<file path="src/rtl/led_matrix_scan_driver.sv">
// Column-scan LED matrix driver: holds a double-buffered frame and drives it
// one column at a time, with an all-off blanking gap between columns.
module led_matrix_scan_driver #(
   parameter int ROWS           = 7,
   parameter int COLS           = 5,
   parameter int TICK_DIV       = 1000,
   parameter int BLANK_CYCLES   = 4,
   parameter int COL_ACTIVE_LOW = 1
) (
   input  logic                                      clk,
   input  logic                                      rst_n,
   input  logic                                      enable,
   input  logic [ROWS*COLS-1:0]                      frame_data,
   input  logic                                      frame_valid,
   output logic                                      frame_ready,
   output logic [ROWS-1:0]                           row_out,
   output logic [COLS-1:0]                           col_out,
   output logic [((COLS > 1) ? $clog2(COLS) : 1)-1:0] col_index,
   output logic                                      frame_done
);

   localparam int IW   = (COLS > 1) ? $clog2(COLS) : 1;
   localparam int MAXC = (TICK_DIV > BLANK_CYCLES) ? TICK_DIV : BLANK_CYCLES;
   localparam int CW   = (MAXC > 1) ? $clog2(MAXC) : 1;
   localparam int FW   = ROWS * COLS;

   localparam logic [CW-1:0]   DRIVE_LAST = CW'(TICK_DIV - 1);
   localparam logic [CW-1:0]   BLANK_LAST = CW'((BLANK_CYCLES > 0) ? BLANK_CYCLES - 1 : 0);
   localparam logic [IW-1:0]   COL_LAST   = IW'(COLS - 1);
   localparam logic [COLS-1:0] COL_OFF    = (COL_ACTIVE_LOW != 0) ? {COLS{1'b1}} : {COLS{1'b0}};

   typedef enum logic [1:0] {
      IDLE  = 2'd0,
      BLANK = 2'd1,
      DRIVE = 2'd2
   } state_t;

   // With no blanking configured the scan goes straight from one column's drive to the next.
   localparam state_t AFTER_DRIVE = (BLANK_CYCLES > 0) ? BLANK : DRIVE;

   state_t          state;
   state_t          state_nxt;
   logic [CW-1:0]   cnt;
   logic [CW-1:0]   cnt_nxt;
   logic [IW-1:0]   col_nxt;
   logic [FW-1:0]   active;
   logic [FW-1:0]   pending;
   logic [FW-1:0]   active_nxt;
   logic            accept;
   logic            scan_end;
   logic            boundary;

   // frame_ready doubles as the "pending buffer empty" flag.
   always_comb begin
      accept   = frame_valid && frame_ready;
      scan_end = enable && (state == DRIVE) && (cnt == DRIVE_LAST) && (col_index == COL_LAST);
      boundary = scan_end || (enable && (state == IDLE));

      active_nxt = active;
      if (boundary) begin
         if (!frame_ready) begin
            active_nxt = pending;
         end else if (accept) begin
            active_nxt = frame_data;
         end
      end

      state_nxt = state;
      cnt_nxt   = cnt + 1'b1;
      col_nxt   = col_index;
      if (!enable) begin
         state_nxt = IDLE;
         cnt_nxt   = '0;
         col_nxt   = '0;
      end else begin
         case (state)
            IDLE: begin
               state_nxt = AFTER_DRIVE;
               cnt_nxt   = '0;
               col_nxt   = '0;
            end
            BLANK: begin
               if (cnt == BLANK_LAST) begin
                  state_nxt = DRIVE;
                  cnt_nxt   = '0;
               end
            end
            DRIVE: begin
               if (cnt == DRIVE_LAST) begin
                  state_nxt = AFTER_DRIVE;
                  cnt_nxt   = '0;
                  col_nxt   = (col_index == COL_LAST) ? '0 : col_index + 1'b1;
               end
            end
            default: begin
               state_nxt = IDLE;
               cnt_nxt   = '0;
               col_nxt   = '0;
            end
         endcase
      end
   end

   // Outputs are computed from the next state and the next active frame so they
   // line up with the state they belong to, including a swap at the boundary.
   always_ff @(posedge clk or negedge rst_n) begin
      if (!rst_n) begin
         state       <= IDLE;
         cnt         <= '0;
         col_index   <= '0;
         row_out     <= '0;
         col_out     <= COL_OFF;
         frame_done  <= 1'b0;
         frame_ready <= 1'b1;
         active      <= '0;
         pending     <= '0;
      end else begin
         state      <= state_nxt;
         cnt        <= cnt_nxt;
         col_index  <= col_nxt;
         active     <= active_nxt;
         frame_done <= scan_end;

         if (boundary && !frame_ready) begin
            frame_ready <= 1'b1;
         end else if (accept && !boundary) begin
            pending     <= frame_data;
            frame_ready <= 1'b0;
         end

         if (state_nxt == DRIVE) begin
            row_out <= active_nxt[col_nxt*ROWS +: ROWS];
            col_out <= COL_OFF ^ (COLS'(1) << col_nxt);
         end else begin
            row_out <= '0;
            col_out <= COL_OFF;
         end
      end
   end

endmodule

</file>
<file path="config.mk">
export PLATFORM = sky130hd
export DESIGN_NAME = led_matrix_scan_driver
export DESIGN_NICKNAME = d
export VERILOG_FILES = /design/src/rtl/led_matrix_scan_driver.sv
export SDC_FILE = /design/constraint.sdc
export NUM_CORES = 1
export LEC_CHECK = 0
export BUFFER_PORTS_ARGS = -buffer_cell sky130_fd_sc_hd__buf_2
export CAP_MARGIN = 0
export CORE_AREA = 2 2 104 106
export CTS_CLUSTER_DIAMETER = 40
export DETAILED_ROUTE_END_ITERATION = 16
export DIE_AREA = 0 0 106 108
export PLACE_DENSITY = 0.71
export SYNTH_ARGS = -nofsm -noshare
export SYNTH_HDL_FRONTEND = slang
export SYNTH_SLANG_ARGS = --single-unit
</file>
<file path="constraint.sdc">
create_clock -name clk -period 4.6 [get_ports clk]
set_input_delay 0.92 -clock clk [delete_from_list [all_inputs] [get_ports clk]]
set_output_delay 0.92 -clock clk [all_outputs]
set_load 0.02 [all_outputs]
</file>
==> results_dict.tcl, run 1 <==
set metrics [dict create \
    critical_path_class "reg2reg" \
    wl_per_cell_um 18.0 \
    antenna_cells 0 \
    dpl_cell_area_mm2 0.00535 \
    synth.distinct_cells 73 \
    finalPower_mw 2.33 \
    worstMarginPinSlew_ps 1160 \
    h-tree-depth 3 \
    antenna_found_initial 0 \
    crit_chain "inv_1 -> ha_1 -> and3_1 -> a41o_2 -> nand2b_1 -> o22ai_1 -> a21oi_1 -> o211ai_1 -> a2111oi_2" \
    drt_first_pass_iters 4 \
    final.min_clock_period_ps 3370 \
    routed_wl_um 11700 \
    design_area_mm2 0.00556 \
    die_y_um 108 \
    initialDrtViolationCount 250 \
    synthCells 468 \
    min_path_type "reg2reg" \
    numCtsBuffers 9 \
    grt_first_pass_wirelength_um 19700 \
    holdWs_ps 494 \
    grt-ovfl-total 0 \
    core_mm2 0.0102 \
    async_flop_share 1.00 \
    tritoncts "built" \
    crit_buf_inv 1 \
    crit_required_ps 4870 \
    grt.total_usage 0.219 \
    clock_skew_ps 16.4 \
    peakVddDrop_mv 0.242 \
    avgSynthCellArea_um2 10.7 \
    crit_path_top_delay_cell "nand2b_1" \
    drive_above_1_share 0.256 \
    place_hpwl_um 7900 \
    synth_area_mm2 0.00503 \
    die_area_mm2 0.0114 \
    io_pins 56 \
    finalHoldViolations 0 \
    area_growth_syn_to_layout_pct 10.5 \
    fin_tns_setup_ps 0 \
    cp.arrival_ps 3640 \
    ys_seq_area_frac 0.494 \
    powerDensity_mw_per_mm2 419 \
    clock_sinks 99 \
    antenna_left 0 \
    maxCapViolCount 0 \
    synth_fp_nets 514 \
    die_w_um 106 \
    ys_ff_latch 99 \
    slew_viol_final 0 \
    report.final.setup_viol 0 \
    cts_hold_buf 0 \
    drc 0 \
    crit_path_end_kind "flip-flop" \
    crit_family "compound AO/OA/AOI/OAI gates" \
    max_freq_mhz 297 \
    synthFlopType "dfrtp_1" \
    clock-root-buffer "clkbuf_8" \
    p_leak_nw 2.36 \
    worst_setup_path_start_kind "flip-flop" \
    port_buffers 55 \
    synth_edf_count 0 \
    drt-vias-per-instance 5.94 \
    rows 37 \
    grt_pass1_vias 4010 \
    routabilityCongestion 0.859 \
    status "completed" \
    ctsResizeCount 0 \
    initial_core_util 0.492 \
    grt_max_degree 77 \
    rsz0062_at_grt "false" \
    min_period_over_period 0.732 \
    postCtsSetupBuffers 0 \
    path_clk_slew_ps 100 \
    yosys_warnings 0 \
    nNetsFinal 553 \
    clk_path_buf_depth 2 \
    cp_max_fo 25 \
    maxSlewHeadroom 0.223 \
    clk_latency_ps 380 \
    max_stage_delay_ps 820 \
    vias 3847 \
]
## flip-flops by register name, indices dropped and copies added, names as in the netlist, 2 cells and up
name and count:
col_out 5, active 35, pending 35, state 2, row_out 7, cnt 10
col_index 3
## worst register-to-register path, cell delays in order (launching register included)
cell and delay, ps:
dfrtp_1 410, inv_1 80, ha_1 330, and3_1 250, a41o_2 440, nand2b_1 830
o22ai_1 200, a21oi_1 230, o211ai_1 140, a2111oi_2 360
## cell usage after synthesis, types with 4 or more instances
cell | count | area (µm²)
o221a_2 | 4 | 45.0
nand4b_1 | 6 | 52.6
nand3_1 | 12 | 60.1
o22ai_1 | 39 | 244
nand3b_1 | 7 | 52.6
nor3_1 | 6 | 30.0
mux2_1 | 12 | 135
ha_1 | 7 | 87.6
inv_1 | 18 | 67.6
o22a_1 | 4 | 35.0
xor2_1 | 5 | 43.8
nand2b_1 | 15 | 93.8
and3_1 | 4 | 25.0
dfstp_2 | 6 | 158
nand2_1 | 19 | 71.3
a211oi_1 | 5 | 37.5
buf_4 | 7 | 52.6
nor3b_1 | 4 | 30.0
mux2_2 | 18 | 203
a41o_1 | 5 | 50.1
o21ai_0 | 19 | 95.1
clkbuf_1 | 15 | 56.3
a21oi_1 | 32 | 160
dfrtp_1 | 93 | 2330
buf_2 | 8 | 40.0
nor2_1 | 30 | 113
## where the power goes
group / switching, mW / internal [mW]
Combinational: 0.291 / 0.241
Clock: 0.313 / 0.283
Sequential: 0.115 / 1.09
## cells by family (layout without fill, tap and decap cells)
kind of cell / after synthesis / count (layout) / synth area share
AOI/OAI and AO/OA: 143 / 143 / 0.203
and+or+nand+nor: 124 / 124 / 0.147
DFF: 99 / 99 / 0.494
buffers and inverters: 54 / 98 / 0.0512
muxes: 33 / 33 / 0.0731
xor gates and xnor gates: 8 / 8 / 0.0139
adders and majority gates: 7 / 7 / 0.0174
## cells in the final DEF, fill, tap and decap left out, drive strengths merged, types with 4 or more instances in the layout
master,instances
ha,7
clkinv,5
a221oi,5
a41o,6
buf,62
nand2b,15
and3,4
a211oi,5
o21ai,21
nand2,21
dfrtp,93
a21oi,33
mux2,30
nor3b,5
nor2,33
nand3b,7
xor2,5
o22a,4
o221a,4
nor3,8
inv,19
o22ai,39
nand3,13
clkbuf,11
dfstp,6
nand4b,6
## area by class of cell
| type | instances | area [µm²] |
|---|---|---|
| clock buffers | 11 | 151 |
| fillers | 914 | 4670 |
| inverters | 20 | 75.1 |
| flip-flops and latches | 99 | 2480 |
| clock inverters | 5 | 61.3 |
| well taps | 136 | 170 |
| multi-input cells | 315 | 2290 |
| repair buffers | 62 | 330 |
## through the flow
stage | setup slack, ps | instances | util
2_1_floorplan | 2070 | 468 | -
3_3_place_gp | 1320 | 632 | 0.523
3_5_place_dp | 1220 | 632 | 0.523
4_1_cts | 1230 | 648 | 0.543
5_1_grt | 944 | 648 | 0.543
6_report | 1230 | 648 | 0.543
## routing by layer
layer,part of all wire,up-vias,global-route usage
met4,0.019,0,0.0733
met1,0.46,1922,0.284
met3,0.037,19,0.0410
li1,-,1812,-
met5,0,-,0
met2,0.49,94,0.374
## worst paths after layout
check / slack [ps] / depth (start not counted) / startpoint / to
worst max-delay path: 1230 / 9 / state[0] / row_out[3]
worst min-delay path: 490 / 1 / cnt[0] / cnt[0]
worst max register to register: 1230 / 9 / state[0] / row_out[3]
worst min register to register: 490 / 1 / cnt[0] / cnt[0]
max in group asynchronous: 2990 / 2 / rst_n / frame_ready
min in group asynchronous: 680 / 1 / rst_n / active[15]
Note: power is estimated with default switching activity, not from simulation.
==> run 2, diff against run 1 <==
ABC_AREA = 1   (was not set)
CORE_AREA = 2 2 106 108   (was 2 2 104 106)
DIE_AREA = 0 0 108 110   (was 0 0 106 108)
PLACE_DENSITY = 0.72   (was 0.71)
clock period = 3.1 ns   (was 4.6 ns; I/O delays follow)
==> run 2 against run 1 <==
  * Hold slack worse by 240 ps
  * Via count up 11%
  * Cell count rose by 27%
  * Clock-buffer cell count down 1
  * Power rose by 35%
==> results_dict.tcl, run 2 <==
set metrics [dict create \
    fin_tns_setup_ps 0 \
    io_pins 56 \
    cp_max_fo 24 \
    min_period_over_period 0.826 \
    initial_core_util 0.495 \
    crit_required_ps 3370 \
    routed_wl_um 11700 \
    p_seq_frac 0.520 \
    ys_seq_area_frac 0.469 \
    peakVddDrop_mv 0.284 \
    die_w_um 108 \
    drt-vias-per-instance 5.15 \
    yosys_warnings 0 \
    initialDrtViolationCount 303 \
    cp-startpoint "state[0]" \
    synth.distinct_cells 44 \
    max_freq_mhz 391 \
    crit-reg2reg-launch "state[0]" \
    yosys.area.top_type "dfrtp_1" \
    ys_top_cells_by_area "dfrtp_1 44%, nand2_1 14%, o21ai_0 5.8%" \
    ctsResizeCount 0 \
    p_int_mw 2.16 \
    drt_first_pass_iters 5 \
    netSwitchingFraction 0.312 \
    slew_viol_final 0 \
    grt_pass1_vias 4215 \
    antenna_found_initial 0 \
    vias 4254 \
    drive_above_1_share 0.187 \
    die_y_um 110 \
    numCtsBuffers 9 \
    rows 38 \
    antenna_left 0 \
    finalHoldViolations 0 \
    tritoncts "built" \
    rsz0062_at_grt "false" \
    path_clk_slew_ps 100 \
    clock_skew_ps 15.5 \
    ys_ff_latch 99 \
    clock-root-buffer "clkbuf_8" \
    core_mm2 0.0107 \
    clk_path_buf_depth 2 \
    area_growth_syn_to_layout_pct 10.0 \
    async_flop_share 1.00 \
    layout_common_cells "191 x nand2_1, 93 x dfrtp_1, 80 x inv_1" \
    critical_path_class "reg2reg" \
    use_met1 0.264 \
    die_area_mm2 0.0119 \
    reg2reg_depth 14 \
    grt_max_degree 62 \
    grt_use_met3 0.0417 \
    cts_hold_buf 0 \
    port_buffers 55 \
    synth_area_mm2 0.00530 \
    nNetsFinal 727 \
    maxCapViolCount 0 \
    powerDensity_mw_per_mm2 540 \
    avgSynthCellArea_um2 8.34 \
    p_leak_nw 3.02 \
    worstMarginPinSlew_ps 613 \
    reg.largest.list "active x35, pending x35, cnt x10" \
    h-tree-depth 3 \
    power_switching_mw 0.983 \
    maxSlewHeadroom 0.592 \
    synth_edf_count 0 \
    clkPwrFrac 0.265 \
    wl_per_cell_um 14.2 \
    cp.arrival_ps 2830 \
    grt_first_pass_wirelength_um 19500 \
    synthFlopType "dfrtp_1" \
    drc 0 \
    synth_fp_nets 681 \
    place_hpwl_um 8320 \
    worst_setup_path_start_kind "flip-flop" \
    grt.total_usage 0.209 \
    yosysTopAreaCellShare 0.439 \
    status "completed" \
    routabilityCongestion 0.902 \
    clock_sinks 99 \
    use_met2 0.356 \
    synthCells 635 \
    grt-ovfl-total 0 \
    final.min_clock_period_ps 2560 \
    yosysMostFrequentCell "nand2_1" \
    antenna_cells 0 \
    min_path_type "in2async" \
    design_area_mm2 0.00583 \
    crit_path_end_kind "flip-flop" \
    clk_latency_ps 380 \
    dpl_cell_area_mm2 0.00564 \
    final_common_cell "nand2_1" \
    p_comb_frac 0.215 \
    synth_common_cells "191 x nand2_1, 93 x dfrtp_1, 80 x inv_1, 61 x o21ai_0, 31 x nand3_1" \
    report.final.setup_viol 0 \
    grt.busiest_layer "met2" \
    postCtsSetupBuffers 0 \
]
[run 2: cell count changes after synthesis, sizes merged, moves of 9 or more]
cell	change
nand2	+182
nand3	+21
a21oi	-27
o21ai	+59
nor2	-9
o22ai	-32
mux2	-23
mux2i	+18
nand2b	-15
clkbuf	-12
inv	+65
[run 2: worst paths after layout]
path | slack (ps) | end
max in group asynchronous | 2090 | col_out[3]
min | 250 | pending[15]
min in group clk | 460 | pending[33]
max reg2reg | 540 | row_out[3]
min reg2reg | 500 | pending[22]
max | 540 | row_out[3]
[run 2: power groups by stage]
stage / registers, mW / clock network (mW) / logic (mW)
global placement: 1.65 / 0 / 0.654
finish: 1.63 / 0.834 / 0.677
CTS: 1.63 / 0.849 / 0.681
global route: 1.66 / 0.903 / 0.783
floorplan: 1.61 / 0 / 0.526
detailed placement: 1.66 / 0 / 0.678
[run 2: layout make-up]
type | count | area (µm²)
fill | 977 | 4870
sequential | 99 | 2480
multi-input combinational | 423 | 2290
timing repair buffer | 63 | 363
inverter | 85 | 323
tap | 140 | 175
clock buffer | 10 | 128
clock inverter | 6 | 66.3
[run 2: metrics by stage]
stage	power [mW]	std cells	util	worst slack, ps	hold WS [ps]
after floorplan	2.14	635	-	1110	324
after global placement	2.30	810	0.527	679	469
after detailed placement	2.33	810	0.527	546	478
after CTS	3.16	826	0.545	533	269
after global routing	3.34	826	0.545	185	287
final	3.15	826	0.545	540	250
[run 2: cell families after synthesis]
family,Yosys count,share of synthesized area
AO/OA/AOI/OAI,101,0.113
XOR/XNOR,3,0.00496
adder cells (fa/ha/maj),7,0.0165
buffers and inverters,113,0.0987
flip-flops,99,0.469
multiplexers,28,0.0546
AND/OR/NAND/NOR,284,0.243
[run 2: worst max-delay path, cell delays in order, from the launching register on]
cell     delay (ps)
dfrtp_1         430
inv_1           120
ha_1            290
inv_1           100
nor3_2          190
nand3_2         270
nand2_4         350
buf_4           220
nand2_1          60
o21ai_0         110
nand2_1          80
nand2_1          60
nand2_1          40
nand3_1          90
nand2_1          50
[run 2: layer usage]
metal  vias up  wire length [µm]
met2       105              5750
met1      2012              5080
met5         -                 0
met3        21               586
li1       2116                 -
met4         0               295
==> run 3, diff against run 2 <==
PLACE_DENSITY = 0.75   (was 0.72)
clock period = 2.2 ns   (was 3.1 ns; I/O delays follow)
==> run 3 against run 2 <==
  * Register-to-register slack worse by 370 ps
  * Sequential share of layout area is 1.4 points lower
  * Maximum frequency is 26% higher
  * Via count is 1.8% higher
  * Design area is 3.5% higher
  * Hold slack worse by 200 ps
  * Combinational power is 49% higher
  * Utilization is 1.9 points higher
  * Non-clock buffer count is 15 higher
  * Sequential cell count stayed put
  * Power is 42% higher
  * Critical endpoint is now row_out[0]
  * Largest cell class unchanged
==> results_dict.tcl, run 3 (synthesis results as in run 2) <==
set metrics [dict create \
    setup_slack_ps 170 \
    cts_hold_buf 0 \
    status "completed" \
    cp_max_fo 11 \
    die_y_um 110 \
    clock_sinks 99 \
    finalPower_mw 4.48 \
    cp.arrival_ps 2320 \
    dpl_cell_area_mm2 0.00574 \
    routed_wl_um 12000 \
    regToRegSetupSlack_ps 170 \
    path_clk_slew_ps 90 \
    maxCapViolCount 0 \
    min_period_over_period 0.923 \
    die_area_mm2 0.0119 \
    final.min_clock_period_ps 2030 \
    crit_required_ps 2490 \
    final_common_cell "nand2_1" \
    holdWs_ps 52.7 \
    die_w_um 108 \
    clock-root-buffer "clkbuf_8" \
    crit_path_top_delay_cell "dfrtp_1" \
    nNetsFinal 742 \
    wl_per_cell_um 14.3 \
    crit_chain "ha_1 -> nand2_2 -> inv_1 -> nand3_4 -> nand2_2 -> nand2_2 -> nand2_2 -> nor2_4 -> nand2_2 -> nor2_4 -> nand2_1 -> o21ai_1" \
    crit-reg2reg-launch "cnt[0]" \
    port_buffers 55 \
    max_stage_delay_ps 410 \
    critical_path_class "reg2reg" \
    peakVddDrop_mv 0.441 \
    antenna_cells 0 \
    report.final.setup_viol 0 \
    drc 0 \
    layout_common_cells "190 x nand2_1, 93 x dfrtp_1, 78 x inv_1" \
    h-tree-depth 3 \
    finalHoldViolations 0 \
    grt.total_usage 0.216 \
    min_path_type "in2async" \
    crit_cells 12 \
    rows 38 \
    drt-vias-per-instance 5.15 \
    grt_max_degree 49 \
    antenna_left 0 \
    cp_common_cell "nand2_2" \
    vias 4330 \
    maxSlewHeadroom 0.631 \
    fin_tns_setup_ps 0 \
    crit_buf_inv 1 \
    rsz0062_at_grt "false" \
    reg.largest.list "active x35, pending x35, cnt x10" \
    p_leak_nw 3.15 \
    slew_viol_final 0 \
    clk_latency_ps 370 \
    clk_path_buf_depth 2 \
    drt_first_pass_iters 5 \
    routabilityCongestion 0.876 \
    io_pins 56 \
    crit_path_end_kind "flip-flop" \
    grt_pass1_vias 4269 \
    cp-startpoint "cnt[0]" \
    tritoncts "built" \
    place_hpwl_um 8650 \
    max_freq_mhz 493 \
    worst_setup_path_start_kind "flip-flop" \
    grt-ovfl-total 0 \
    core_mm2 0.0107 \
    reg2reg_depth 12 \
    initialDrtViolationCount 251 \
    worstMarginPinSlew_ps 553 \
    drive_above_1_share 0.210 \
    initial_core_util 0.495 \
    post-place-ws_ps 41.6 \
    crit_family "simple AND/OR/NAND/NOR gates" \
    clock_skew_ps 13.1 \
    design_area_mm2 0.00603 \
    antenna_found_initial 0 \
    numCtsBuffers 9 \
    grt_first_pass_wirelength_um 20000 \
    powerDensity_mw_per_mm2 742 \
    area_growth_syn_to_layout_pct 13.8 \
]
-- run 3: cell count changes in the layout (fill, tap and decap cells not counted), moves of 2 or more --
cell,delta
buf_4,+10
buf_12,+5
clkinv_2,+2
clkinvlp_4,-2
inv_1,-2
inv_2,+2
-- run 3: per-stage QoR --
step | utilization | std cells
detailed placement | 0.537 | 816
global route | 0.564 | 841
CTS | 0.555 | 832
finish | 0.564 | 841
global placement | 0.537 | 816
floorplan | - | 635
-- run 3: power breakdown --
| part | switching, mW | internal [mW] | total, mW |
|---|---|---|---|
| clock network | 0.618 | 0.552 | 1.17 |
| registers | 0.165 | 2.13 | 2.30 |
| logic | 0.584 | 0.427 | 1.01 |
-- run 3: routing by layer --
metal	part of all wire	vias up	GRT usage	wire (µm)
met3	0.044	15	0.0558	534
met2	0.51	92	0.386	6100
li1	-	2148	-	-
met1	0.43	2075	0.263	5210
met4	0.013	0	0.0531	157
met5	0	-	0	0
-- run 3: worst paths after layout --
kind / end
worst max-delay path: row_out[0]
worst min-delay path: pending[7]
worst max register to register: row_out[0]
worst min register to register: pending[24]
max in group asynchronous: col_out[1]
min in group clk: pending[30]
-- run 3: worst register-to-register path, delay by kind of cell (launching register included) --
kind                       cells  cell delay (ps)
buffers and inverters          1              100
DFF                            1              410
AOI/OAI and AO/OA              1              160
adders and majority gates      1              240
and+or+nand+nor                9             1060
-- run 3: repair_timing --
| item | 4_1_cts | 5_1_grt |
|---|---|---|
| hold endpoints to repair | 0 | 0 |
| setup endpoints to repair | 0 | 37 |
| resized for setup | 0 | 7 |
| buffers inserted | 0 | 9 |
-- run 3: cell type report --
type / count / area (µm²)
Clock buffer: 11 / 141
Clock inverter: 5 / 52.6
Fill cell: 968 / 4670
Inverter: 85 / 323
Multi-Input combinational cell: 423 / 2320
Sequential cell: 99 / 2480
Tap cell: 140 / 175
Timing Repair Buffer: 78 / 538
